## src/rtl/vga_scan_controller.sv

```systemverilog
// vga_scan_controller: pixel-tick divider, h/v scan, registered VGA syncs/colour and frame-synchronous image select.
// Optional feature macro VGA_TEST_PATTERN_EN adds a test_mode input that replaces rgb_in with 8 vertical colour bars.
module vga_scan_controller #(
    parameter int CLK_DIV  = 4,
    parameter int H_ACTIVE = 640,
    parameter int H_FP     = 16,
    parameter int H_SYNC   = 96,
    parameter int H_BP     = 48,
    parameter int V_ACTIVE = 480,
    parameter int V_FP     = 10,
    parameter int V_SYNC   = 2,
    parameter int V_BP     = 33,
    parameter bit SYNC_POL = 1'b0
) (
    input  logic        clk,
    input  logic        rst_n,
    input  logic        next_image,
`ifdef VGA_TEST_PATTERN_EN
    input  logic        test_mode,
`endif
    input  logic [11:0] rgb_in,
    output logic [9:0]  h_count,
    output logic [9:0]  v_count,
    output logic [3:0]  image_index,
    output logic        pix_tick,
    output logic        frame_start,
    output logic        vga_hsync,
    output logic        vga_vsync,
    output logic [3:0]  vga_r,
    output logic [3:0]  vga_g,
    output logic [3:0]  vga_b
);
    localparam int DW = (CLK_DIV > 1) ? $clog2(CLK_DIV) : 1;
    localparam logic [DW-1:0] DIV_LAST = DW'(CLK_DIV - 1);
    localparam logic [9:0] H_ACT   = 10'(H_ACTIVE);
    localparam logic [9:0] H_SS    = 10'(H_ACTIVE + H_FP);
    localparam logic [9:0] H_SE    = 10'(H_ACTIVE + H_FP + H_SYNC - 1);
    localparam logic [9:0] H_LAST  = 10'(H_ACTIVE + H_FP + H_SYNC + H_BP - 1);
    localparam logic [9:0] V_ACT   = 10'(V_ACTIVE);
    localparam logic [9:0] V_SS    = 10'(V_ACTIVE + V_FP);
    localparam logic [9:0] V_SE    = 10'(V_ACTIVE + V_FP + V_SYNC - 1);
    localparam logic [9:0] V_LAST  = 10'(V_ACTIVE + V_FP + V_SYNC + V_BP - 1);
    localparam logic [9:0] BAR_W   = 10'(H_ACTIVE / 8);

    logic [DW-1:0] div_q, div_d;
    logic [9:0]    h_q, h_d, v_q, v_d;
    logic [3:0]    idx_q, idx_d;
    logic          pend_q, pend_d, fs_q, fs_d, hs_q, hs_d, vs_q, vs_d;
    logic [11:0]   rgb_q, rgb_d, src;
    logic          tick, h_last, v_last, wrap, active;
    logic [2:0]    bar;

    assign tick   = (div_q == DIV_LAST);
    assign h_last = (h_q == H_LAST);
    assign v_last = (v_q == V_LAST);
    assign wrap   = tick && h_last && v_last;
    assign active = (h_q < H_ACT) && (v_q < V_ACT);
    assign bar    = 3'(h_q / BAR_W);
`ifdef VGA_TEST_PATTERN_EN
    assign src    = test_mode ? {{4{bar[2]}}, {4{bar[1]}}, {4{bar[0]}}} : rgb_in;
`else
    assign src    = rgb_in;
`endif

    // Next-state: divider, scan counters, image select and the one-pixel-late output stage
    always_comb begin
        div_d  = tick ? '0 : div_q + 1'b1;
        h_d    = tick ? (h_last ? '0 : h_q + 10'd1) : h_q;
        v_d    = (tick && h_last) ? (v_last ? '0 : v_q + 10'd1) : v_q;
        pend_d = wrap ? 1'b0 : (pend_q | next_image);
        idx_d  = (wrap && (pend_q || next_image)) ? idx_q + 4'd1 : idx_q;
        fs_d   = wrap;
        rgb_d  = tick ? (active ? src : 12'h000) : rgb_q;
        hs_d   = tick ? ((h_q >= H_SS && h_q <= H_SE) ? SYNC_POL : ~SYNC_POL) : hs_q;
        vs_d   = tick ? ((v_q >= V_SS && v_q <= V_SE) ? SYNC_POL : ~SYNC_POL) : vs_q;
    end

    // State registers with asynchronous active-low reset
    always_ff @(posedge clk or negedge rst_n) begin
        if (!rst_n) begin
            div_q  <= '0;
            h_q    <= '0;
            v_q    <= '0;
            idx_q  <= '0;
            pend_q <= 1'b0;
            fs_q   <= 1'b0;
            rgb_q  <= '0;
            hs_q   <= ~SYNC_POL;
            vs_q   <= ~SYNC_POL;
        end else begin
            div_q  <= div_d;
            h_q    <= h_d;
            v_q    <= v_d;
            idx_q  <= idx_d;
            pend_q <= pend_d;
            fs_q   <= fs_d;
            rgb_q  <= rgb_d;
            hs_q   <= hs_d;
            vs_q   <= vs_d;
        end
    end

    assign h_count     = h_q;
    assign v_count     = v_q;
    assign image_index = idx_q;
    assign pix_tick    = tick;
    assign frame_start = fs_q;
    assign vga_hsync   = hs_q;
    assign vga_vsync   = vs_q;
    assign {vga_r, vga_g, vga_b} = rgb_q;
endmodule
```

## config.mk

```make
export PLATFORM = sky130hd
export DESIGN_NAME = vga_scan_controller
export DESIGN_NICKNAME = d
export VERILOG_FILES = /design/src/rtl/vga_scan_controller.sv
export SDC_FILE = /design/constraint.sdc
export NUM_CORES = 1
export LEC_CHECK = 0
export ABC_AREA = 1
export BUFFER_PORTS_ARGS = -buffer_cell sky130_fd_sc_hd__buf_2
export CAP_MARGIN = 20
export CORE_UTILIZATION = 35
export DETAILED_ROUTE_END_ITERATION = 7
export PLACE_DENSITY = 0.57
export REMOVE_ABC_BUFFERS = 1
export SYNTH_ARGS = -nofsm -noshare
export SYNTH_HDL_FRONTEND = slang
export SYNTH_SLANG_ARGS = --single-unit
```

## constraint.sdc

```tcl
create_clock -name clk -period 4.1 [get_ports clk]
set_clock_uncertainty 0.15 [all_clocks]
set_input_delay 0.82 -clock clk [delete_from_list [all_inputs] [get_ports clk]]
set_output_delay 0.82 -clock clk [all_outputs]
set_load 0.03 [all_outputs]
```

==> metrics.md, run 1 <==
| Metric | Value |
|---|---|
| Synthesized area | 2130 um^2 |
| Detailed Route WL | 4.69 mm |
| Worst-skew pair later-pin latency | 0.29 ns |
| Worst-path fanout max | 26 |
| Area share of the largest cell type after synthesis | 0.469 |
| Crit share post-route | 0.665 |
| Static Leak | 1.28 nW |
| Vias in the first global route | 1752 |
| Required @ worst endpoint | 3.13 ns |
| IO Port Bufs | 54 |
| Post-CTS setup buffer count | 0 |
| Hold Fails Final Rpt | 0 |
| Post-synth EDFFs | 0 |
| WHS | 0.291 ns |
| Final Slew Violations | 0 |
| Peak VDD IR | 0.000142 V |
| CTS tree | built |
| RSZ-0062 raised after global routing | no |
| Max Clk Rate | 367 MHz |
| Antenna violations before repair | 0 |
| Synthesized area per cell | 8.11 um^2 |
| Placed wire-length estimate | 3.40 mm |
| Starting Density | 0.362 |
| Post-CTS Resized | 0 |
| Hold-fix buffers, CTS | 0 |
| CTS Buf Count | 5 |
| Post-synth top cells | nand2_1 (73), dfrtp_1 (40), o21ai_0 (28), inv_1 (27), nand3_1 (24) |
| Fillers | 639 |
| CP Capture Type | output pin |
| Gr usage total | 0.154 |
| Antenna diodes | 0 |
| Antenna viol nets, final | 0 |
| Post-synthesis cell count | 263 |
| Synth warn | 0 |
| Final min period | 2.73 ns |
| Pin count of the biggest net entering global routing | 43 |
| # setup viols final | 0 |
| Overflow after GRT | 0 |
| Post-synth ARST share | 1.00 |
| Layout cells sized above 1 | 0.236 |
| Vias per Instance | 4.75 |
| Via count | 1868 |
| Num rows | 28 |
| Residual DRC | 0 |
| Status | finished clean |
| Max clock buf depth | 2 |
| Setup CP Type | flip-flop to output pin |
| Pin slew with the least headroom to its limit | 0.937 ns |
| Wire length per cell | 11.9 um |
| Ports | 55 |
| Synthesis-to-finish area growth | 22.1% |
| Placer congestion estimate | 0.774 |
| Min-Delay Path Class | flip-flop to flip-flop |
| Worst EP arrival | 1.76 ns |
| Detailed Route Iter0 Violations | 91 |
| Die width | 80.1 um |
| Relative slew slack | 0.375 |
| CTS Root Buffer Type | clkbuf_8 |
| First-pass GRT wire length | 7.67 mm |
| Ranking of synthesized cells by area | dfrtp_1 (47%), nand2_1 (13%), o21ai_0 (6.6%), nand3_1 (5.6%), inv_1 (4.8%) |
| Seq/Total Area, Yosys | 0.494 |
| MaxCap Viol Count | 0 |
| Cell area power density | 332 nW/um^2 |
| Setup TNS | 0 ns |
| Final core utilization | 0.442 |
| Fin nets | 338 |
| Yosys cell types | 27 |
| H-tree Lvls | 2 |
| Setup crit start kind | flip-flop |
| Vert. Die Dim | 80.1 um |
| First-pass DRT Iterations | 4 |
| Synth Register Bits | 42 |
| Post-synth top area cell | dfrtp_1 |
| Sink Count | 42 |
| Main synth FF type | dfrtp_1 |
| Die area | 6410 um^2 |
| Core Footprint | 5890 um^2 |
| Count leader, synth | nand2_1 |
| Clk pin slew, worst setup/hold paths | 0.08 ns |
| Power consumption | 864 uW |
==> cell usage in the layout, fill, tap and decap left out <==
cell / netlist / layout
nor2_1: 22 / 22
o21ai_0: 28 / 28
clkbuf_8: 0 / 6
nand4_1: 8 / 8
bufinv_16: 0 / 2
nor2_2: 2 / 2
a21oi_1: 1 / 1
o21bai_1: 1 / 1
nor3_1: 2 / 2
ha_1: 6 / 6
xor2_1: 8 / 8
nand2_1: 73 / 73
nor2_4: 2 / 2
nand3_1: 24 / 24
a31oi_1: 1 / 1
dfrtp_1: 40 / 40
dfstp_2: 2 / 2
or2_2: 2 / 2
nor3_2: 2 / 2
buf_2: 1 / 54
nand3_2: 1 / 1
inv_2: 2 / 2
xnor2_1: 1 / 1
a22oi_1: 1 / 1
inv_1: 27 / 27
==> per-stage QoR <==
step	setup WS, ns	instances	cell area (um^2)
final	1.37	393	2600
after global routing	1.25	393	2600
after CTS	1.35	393	2600
after detailed placement	1.64	385	2460
after global placement	1.70	385	2460
after floorplan	1.88	256	2100
==> area by class of cell <==
| cell class | count | area [um^2] | share of cell area |
|---|---|---|---|
| Clock inverter | 2 | 60.1 | 0.0231 |
| Multi-Input combinational cell | 185 | 935 | 0.359 |
| Tap cell | 75 | 93.8 | 0.0360 |
| Timing Repair Buffer | 54 | 270 | 0.104 |
| Sequential cell | 42 | 1050 | 0.405 |
| Inverter | 29 | 109 | 0.0418 |
| Clock buffer | 6 | 82.6 | 0.0317 |
==> power breakdown <==
| part | total (mW) | internal (mW) | switching, mW |
|---|---|---|---|
| logic | 0.0377 | 0.0112 | 0.0265 |
| clock network | 0.404 | 0.260 | 0.144 |
| registers | 0.423 | 0.420 | 0.00327 |
| total | 0.864 | 0.691 | 0.174 |
==> logic make-up after synthesis <==
| kind of cell | after synthesis | share of synthesized area |
|---|---|---|
| AND/OR/NAND/NOR | 138 | 0.288 |
| AO/OA/AOI/OAI | 32 | 0.0780 |
| buffers and inverters | 36 | 0.0680 |
| XOR/XNOR | 9 | 0.0370 |
| adder cells (fa/ha/maj) | 6 | 0.0352 |
| flip-flops | 42 | 0.494 |
==> state kept, by name, summed over array words and instances (netlist names) <==
| name | cells |
|---|---|
| frame_start | 1 |
| h_count | 10 |
| div_q | 2 |
| rgb_q | 12 |
| vga_vsync | 1 |
| v_count | 10 |
| pend_q | 1 |
| image_index | 4 |
| vga_hsync | 1 |
==> worst paths after layout <==
check	start	slack (ns)	cells past startpoint	endpoint
min in group asynchronous	rst_n	0.51	1	rgb_q[1]
max	div_q[0]	1.37	2	pix_tick
max in group asynchronous	rst_n	2.70	1	image_index[3]
min reg2reg	div_q[0]	0.29	1	div_q[0]
min	div_q[0]	0.29	1	div_q[0]
max reg2reg	div_q[0]	1.63	6	image_index[2]
==> per-layer routing <==
metal,share of wire,GRT usage,up-vias
li1,-,-,953
met1,0.47,0.193,872
met2,0.48,0.262,39
met3,0.041,0.0375,4
met4,0.0092,0.0482,0
met5,0,0,-
==> critical path, cell delays in order, from the launching register on <==
cell     delay, ns
dfrtp_1       0.36
ha_1          0.77
buf_2         0.34
(Power assumes the default switching activity.)
==> run 2, diff against run 1 <==
ABC_AREA = 0   (was 1)
PLACE_DENSITY = 0.6   (was 0.57)
clock period = 2.4 ns   (was 4.1 ns; I/O delays follow)
==> run 2 against run 1 <==
  * Area after synthesis decreased by 8.4%
  * Clock power increased by 19%
  * Via count shrank 16%
  * First-iteration DRC count down 16%
  * Combinational power increased by 98%
  * Non-clock buffer count rose by 4
  * Largest power group unchanged
==> metrics.md, run 2 <==
| Metric | Value |
|---|---|
| Status | finished clean |
| MaxCap Viol Count | 0 (unchanged) |
| Ranking of synthesized cells by area | dfrtp_1 (51%), o21ai_0 (4.9%), nand2_1 (4.2%), ha_1 (3.8%), xnor2_1 (3.6%) |
| Peak VDD IR | 0.000239 V (+68%) |
| Grt met2 use | 0.231 (-0.0303) |
| Core Footprint | 5240 um^2 (-11%) |
| Vert. Die Dim | 76.7 um (-4.2%) |
| Post-synth top area cell | dfrtp_1 |
| Sink Count | 42 (unchanged) |
| Worst-skew pair later-pin latency | 0.30 ns (about the same) |
| Post-synthesis cell count | 191 (-27%) |
| Antenna violations before repair | 0 (unchanged) |
| Commonest non-fill, non-tap cell in the layout | buf_2 |
| WHS | 0.000511 ns (-0.291 ns) |
| Final min period | 2.13 ns |
| Slowest-stage cell, CP | dfrtp_1 |
| Residual DRC | 0 (unchanged) |
| Largest register FFs | 12 (unchanged) |
| Crit share post-route | 0.889 |
| H-tree Lvls | 2 (unchanged) |
| GR Layer Usage met1 | 0.227 (+0.0346) |
| Synthesized area per cell | 10.2 um^2 (+26%) |
| First-pass GRT wire length | 7.29 mm (-5.0%) |
| Setup CP Type | flip-flop to flip-flop |
| Clk pin slew, worst setup/hold paths | 0.08 ns (about the same) |
| Starting Density | 0.373 (+0.0107) |
| Ports | 55 (unchanged) |
| Post-synth top cells | dfrtp_1 (40), nand2_1 (22), o21ai_0 (19), inv_1 (16), nor2_1 (13) |
| Synth warn | 0 (unchanged) |
| Post-synth ARST share | 1.00 (unchanged) |
| Static Leak | 1.19 nW (-6.9%) |
| Area share of the largest cell type after synthesis | 0.512 (+0.0430) |
| Overflow after GRT | 0 (unchanged) |
| Setup crit start kind | flip-flop |
| DP Cell Count | 315 (-18%) |
| Wire length per cell | 13.4 um (+12%) |
| Synthesis-to-finish area growth | 24.6% |
| Worst-path fanout max | 6 (-77%) |
| Relative slew slack | 0.654 (+0.278) |
| Layout cells sized above 1 | 0.308 (+0.0725) |
| Count leader, synth | dfrtp_1 |
| Die area | 5890 um^2 (-8.2%) |
| Synthesized area | 1950 um^2 (-8.4%) |
| Detailed Route WL | 4.33 mm (-7.7%) |
| P_sw | 307 uW (+77%) |
| Vias in the first global route | 1493 (-15%) |
| Power consumption | 1.28 mW (+48%) |
| CP Cell Sequence | inv_1 > ha_1 > nor4b_1 > nand4_1 > nor3_2 > mux2_2 |
| Comb pwr share | 0.058 (+0.014) |
| Placed wire-length estimate | 3.09 mm (-9.1%) |
| Post-CTS Resized | 0 (unchanged) |
| Pre-CTS setup slack | 0.289 ns (-1.35 ns) |
| Delay of the slowest cell on the worst path | 0.45 ns (-0.32 ns) |
| RSZ-0062 raised after global routing | no |
| Worst EP arrival | 2.17 ns (+0.41 ns) |
| Pin slew with the least headroom to its limit | 0.520 ns (-0.418 ns) |
| Final core utilization | 0.465 (+0.0225) |
| Commonest cells after routing, fill and taps aside | buf_2 (54), dfrtp_1 (40), nand2_1 (22) |
| CTS Root Buffer Type | clkbuf_8 |
| Min-Delay Path Class | primary input to asynchronous set/reset pin |
| Switch share | 0.240 (+0.0391) |
| Required @ worst endpoint | 2.44 ns (-0.69 ns) |
| Post-CTS setup buffer count | 0 (unchanged) |
| Seq/Total Area, Yosys | 0.539 (+0.0452) |
| CTS Buf Count | 5 (unchanged) |
| Finished Layout Cells | 323 (-18%) |
| Max Clk Rate | 468 MHz |
| Sequential power share | 0.566 (+0.076) |
| Global-route layer with the greatest usage | met2 |
| Vias per Instance | 4.84 (+1.9%) |
| Internal | 974 uW (+41%) |
| CTS tree | built |
| Max clock buf depth | 2 (unchanged) |
| Gr usage total | 0.159 (+0.00465) |
| # setup viols final | 0 (unchanged) |
| Setup WS post-layout | 0.265 ns (-1.11 ns) |
| Setup TNS | 0 ns (unchanged) |
| Num rows | 26 (-7.1%) |
| Fin nets | 273 (-19%) |
| Clock power frac | 0.376 (-0.091) |
| Yosys cell types | 35 (+30%) |
| Met3 Track Usage GR | 0.0429 (+0.00536) |
| Placer congestion estimate | 0.821 (+6.2%) |
| IO Port Bufs | 54 (unchanged) |
| Main synth FF type | dfrtp_1 |
| Post-synth EDFFs | 0 (unchanged) |
| CP Capture Type | flip-flop |
| Final instance area | 2430 um^2 (-6.5%) |
| Biggest register | rgb_q |
| Antenna viol nets, final | 0 (unchanged) |
| First-pass DRT Iterations | 4 (unchanged) |
| Cell area power density | 526 nW/um^2 (+59%) |
| Detailed Route Iter0 Violations | 76 (-16%) |
| Hold Fails Final Rpt | 0 (unchanged) |
| Via count | 1564 (-16%) |
| Antenna diodes | 0 (unchanged) |
| Die width | 76.7 um (-4.2%) |
| Pin count of the biggest net entering global routing | 25 (-42%) |
| Post-DP Area | 2340 um^2 (-4.9%) |
| Final Slew Violations | 0 (unchanged) |
| Hold-fix buffers, CTS | 0 (unchanged) |
| Synth Register Bits | 42 (unchanged) |
## run 2: cell types whose count changed after synthesis, sizes merged, moves of 3 or more
cell / change
a21oi: +4
nand2: -51
buf: -3
xnor2: +7
nand3: -15
and3: +5
nor4: +5
nor2: -13
o21ai: -9
inv: -13
## run 2: layer usage
metal / vias up / routed length [um]
li1: 781 / -
met1: 735 / 2140
met2: 41 / 1910
met3: 7 / 214
met4: 0 / 60
met5: - / 0
## run 2: area by class of cell
class / instances / area, um^2
clock buffers: 6 / 82.6
clock inverters: 2 / 12.5
fillers: 536 / 2800
inverters: 16 / 60.1
multi-input cells: 129 / 826
flip-flops and latches: 42 / 1050
well taps: 70 / 87.6
repair buffers: 58 / 313
## run 2: kinds of logic after synthesis
logic type,share of synthesized area
compound gates,0.0743
xor+xnor,0.0717
fa+ha+maj,0.0384
simple gates,0.222
flops,0.539
mux,0.0160
buf+inv,0.0384
## run 2: power by group through the flow
stage                     Clock (mW)  Sequential, mW  Combinational, mW
after CTS                      0.498           0.725             0.0768
after detailed placement           0           0.739             0.0765
after global placement             0           0.739             0.0757
after floorplan                    0           0.764            0.00780
after global routing           0.527           0.727             0.0832
final                          0.482           0.725             0.0745
## run 2: final timing paths
| kind | start | cells after the start | slack (ns) | end |
|---|---|---|---|---|
| setup / recovery | v_count[1] | 6 | 0.27 | image_index[1] |
| hold / removal | rst_n | 1 | 0.0005 | v_count[8] |
| setup reg to reg | v_count[1] | 6 | 0.27 | image_index[1] |
| hold reg to reg | div_q[0] | 1 | 0.30 | div_q[0] |
| max in group asynchronous | rst_n | 2 | 1.54 | vga_hsync |
| min in group clk | rgb_in[10] | 3 | 0.24 | rgb_q[10] |
## run 2: worst max-delay path, delay by kind of cell, from the launching register on
family | cells | cell delay [ns]
AND/OR/NAND/NOR | 3 | 0.82
flip-flops | 1 | 0.45
multiplexers | 1 | 0.36
adder cells (fa/ha/maj) | 1 | 0.14
buffers and inverters | 1 | 0.10
==> run 3, diff against run 2 <==
CELL_PAD_IN_SITES_DETAIL_PLACEMENT = 0   (was default)
CELL_PAD_IN_SITES_GLOBAL_PLACEMENT = 1   (was default)
PLACE_DENSITY = 0.75   (was 0.6)
==> run 3 against run 2 <==
  * Combinational power hardly changed
  * Critical path depth unchanged
  * Via count decreased by 2.5%
  * Setup slack barely moved
  * Die area unchanged
  * Worst hold slack gained 0.0071 ns
  * Total power down 0.82%
  * Utilization down 0.072 points
  * Final cell count unchanged
  * Wire length fell by 0.99%
  * Cell area shrank 0.15%
  * Critical path type unchanged
  * Largest cell class unchanged
==> metrics.md, run 3 (same netlist as run 2, synthesis figures left out) <==
| Metric | Value |
|---|---|
| Hold Fails Final Rpt | 0 (unchanged) |
| Setup TNS | 0 ns (unchanged) |
| Static Leak | 1.19 nW (about the same) |
| Switch share | 0.233 (-0.00699) |
| Worst R2R Setup Slack | 0.27 ns (about the same) |
| CTS Root Buffer Type | clkbuf_8 |
| Status | finished clean |
| CTS Buf Count | 5 (unchanged) |
| Worst-skew pair later-pin latency | 0.30 ns (about the same) |
| P_sw | 296 uW (-3.7%) |
| Setup WS post-layout | 0.265 ns (-0.000108 ns) |
| # setup viols final | 0 (unchanged) |
| H-tree Lvls | 2 (unchanged) |
| CP Cell Sequence | inv_1 > ha_1 > nor4b_1 > nand4_1 > nor3_2 > mux2_2 |
| Die width | 76.7 um (unchanged) |
| Fin nets | 273 (unchanged) |
| Hold-fix buffers, CTS | 0 (unchanged) |
| Clock power frac | 0.371 (-0.005) |
| Antenna diodes | 0 (unchanged) |
| Cell area power density | 523 nW/um^2 (-0.67%) |
| Internal | 975 uW (about the same) |
| Sequential power share | 0.571 (+0.005) |
| Antenna viol nets, final | 0 (unchanged) |
| Starting Density | 0.373 (unchanged) |
| Fillers | 526 (-1.9%) |
| Die area | 5890 um^2 (unchanged) |
| Final core utilization | 0.464 (-0.000717) |
| Post-CTS Resized | 0 (unchanged) |
| Overflow after GRT | 0 (unchanged) |
| Finished Layout Cells | 323 (unchanged) |
| Setup crit start kind | flip-flop |
| WHS | 0.00760 ns (+0.00709 ns) |
| Antenna violations before repair | 0 (unchanged) |
| Peak VDD IR | 0.000244 V (+2.2%) |
| Min-Delay Path Class | primary input to asynchronous set/reset pin |
| First-pass DRT Iterations | 4 (unchanged) |
| Worst EP arrival | 2.17 ns (about the same) |
| CP Capture Type | flip-flop |
| RSZ-0062 raised after global routing | no |
| Pin count of the biggest net entering global routing | 24 (-4.0%) |
| Vert. Die Dim | 76.7 um (unchanged) |
| Gr usage total | 0.157 (-0.00205) |
| Setup CP Type | flip-flop to flip-flop |
| Post-CTS setup buffer count | 0 (unchanged) |
| Required @ worst endpoint | 2.44 ns (about the same) |
| Pin slew with the least headroom to its limit | 0.534 ns (+0.0141 ns) |
| IO Port Bufs | 54 (unchanged) |
| Ports | 55 (unchanged) |
| Crit share post-route | 0.890 (about the same) |
| Detailed Route Iter0 Violations | 102 (+34%) |
| First-pass GRT wire length | 7.12 mm (-2.3%) |
| Placed wire-length estimate | 3.11 mm (+0.60%) |
| Num rows | 26 (unchanged) |
| Residual DRC | 0 (unchanged) |
| Biggest register | rgb_q |
| Detailed Route WL | 4.28 mm (-0.99%) |
| Clk pin slew, worst setup/hold paths | 0.08 ns (about the same) |
| Wire length per cell | 13.3 um (-0.99%) |
| DP Cell Count | 315 (unchanged) |
| Placer congestion estimate | 0.826 (+0.61%) |
| Pre-CTS setup slack | 0.295 ns (+0.00537 ns) |
| Final Slew Violations | 0 (unchanged) |
| Delay of the slowest cell on the worst path | 0.44 ns (about the same) |
| Commonest cells after routing, fill and taps aside | buf_2 (54), dfrtp_1 (40), nand2_1 (22) |
| Worst-path fanout max | 6 (unchanged) |
| Commonest non-fill, non-tap cell in the layout | buf_2 |
| Slowest-stage cell, CP | dfrtp_1 |
| Comb pwr share | 0.059 (about the same) |
| Core Footprint | 5240 um^2 (unchanged) |
| Vias per Instance | 4.72 (-2.5%) |
| Layout cells sized above 1 | 0.304 (-0.00395) |
| Via count | 1525 (-2.5%) |
| CTS tree | built |
| Max Clk Rate | 468 MHz (about the same) |
| Relative slew slack | 0.644 (-0.00938) |
| Vias in the first global route | 1408 (-5.7%) |
| Sink Count | 42 (unchanged) |
| Max clock buf depth | 2 (unchanged) |
| Synthesis-to-finish area growth | 24.4% |
| MaxCap Viol Count | 0 (unchanged) |
| Largest register FFs | 12 (unchanged) |
| Final min period | 2.13 ns (+0.000108 ns) |
==> run 3: cell count changes in the layout (fill, tap and decap cells not counted), sizes merged <==
| cell | before | now |
|---|---|---|
| clkbuf | 6 | 7 |
| clkinvlp | 1 | 0 |
==> run 3: layer usage <==
| layer | wire, um | track usage | vias up |
|---|---|---|---|
| li1 | - | - | 781 |
| met2 | 1790 | 0.227 | 50 |
| met1 | 2130 | 0.220 | 688 |
| met3 | 309 | 0.0536 | 6 |
| met5 | 0 | 0 | - |
| met4 | 56 | 0.0462 | 0 |
==> run 3: cell type report <==
type,instances,area (um^2),share of cell area
clock inverters,1,5.00,0.00206
clock buffers,7,86.3,0.0355
inverters,16,60.1,0.0247
well taps,70,87.6,0.0360
flip-flops and latches,42,1050,0.433
repair buffers,58,313,0.129
multi-input cells,129,826,0.340
==> run 3: metrics by stage <==
stage	total power [mW]	cell area [um^2]
after floorplan	0.772	1940
after global placement	0.815	2340
after detailed placement	0.816	2340
after CTS	1.29	2430
after global routing	1.33	2430
final	1.27	2430
==> run 3: power groups by stage <==
stage,sequential [mW],clock [mW],combinational [mW]
after global placement,0.739,0,0.0759
after floorplan,0.764,0,0.00780
after detailed placement,0.740,0,0.0761
after global routing,0.727,0.517,0.0831
final,0.725,0.471,0.0744
after CTS,0.725,0.491,0.0763
==> run 3: path summary, 6_finish.rpt <==
check | from | end | cells past startpoint
worst max-delay path | v_count[0] | image_index[1] | 6
worst min-delay path | rst_n | rgb_q[4] | 1
max in group asynchronous | rst_n | vga_vsync | 2
worst max register to register | v_count[0] | image_index[1] | 6
min in group clk | rgb_in[2] | rgb_q[2] | 3
worst min register to register | div_q[0] | div_q[0] | 1
==> run 3: worst max-delay path, delay by kind of cell, from the launching register on <==
family | cells | cell delay, ns
AND/OR/NAND/NOR | 3 | 0.82
flip-flops | 1 | 0.44
adder cells (fa/ha/maj) | 1 | 0.14
buffers and inverters | 1 | 0.11
multiplexers | 1 | 0.37
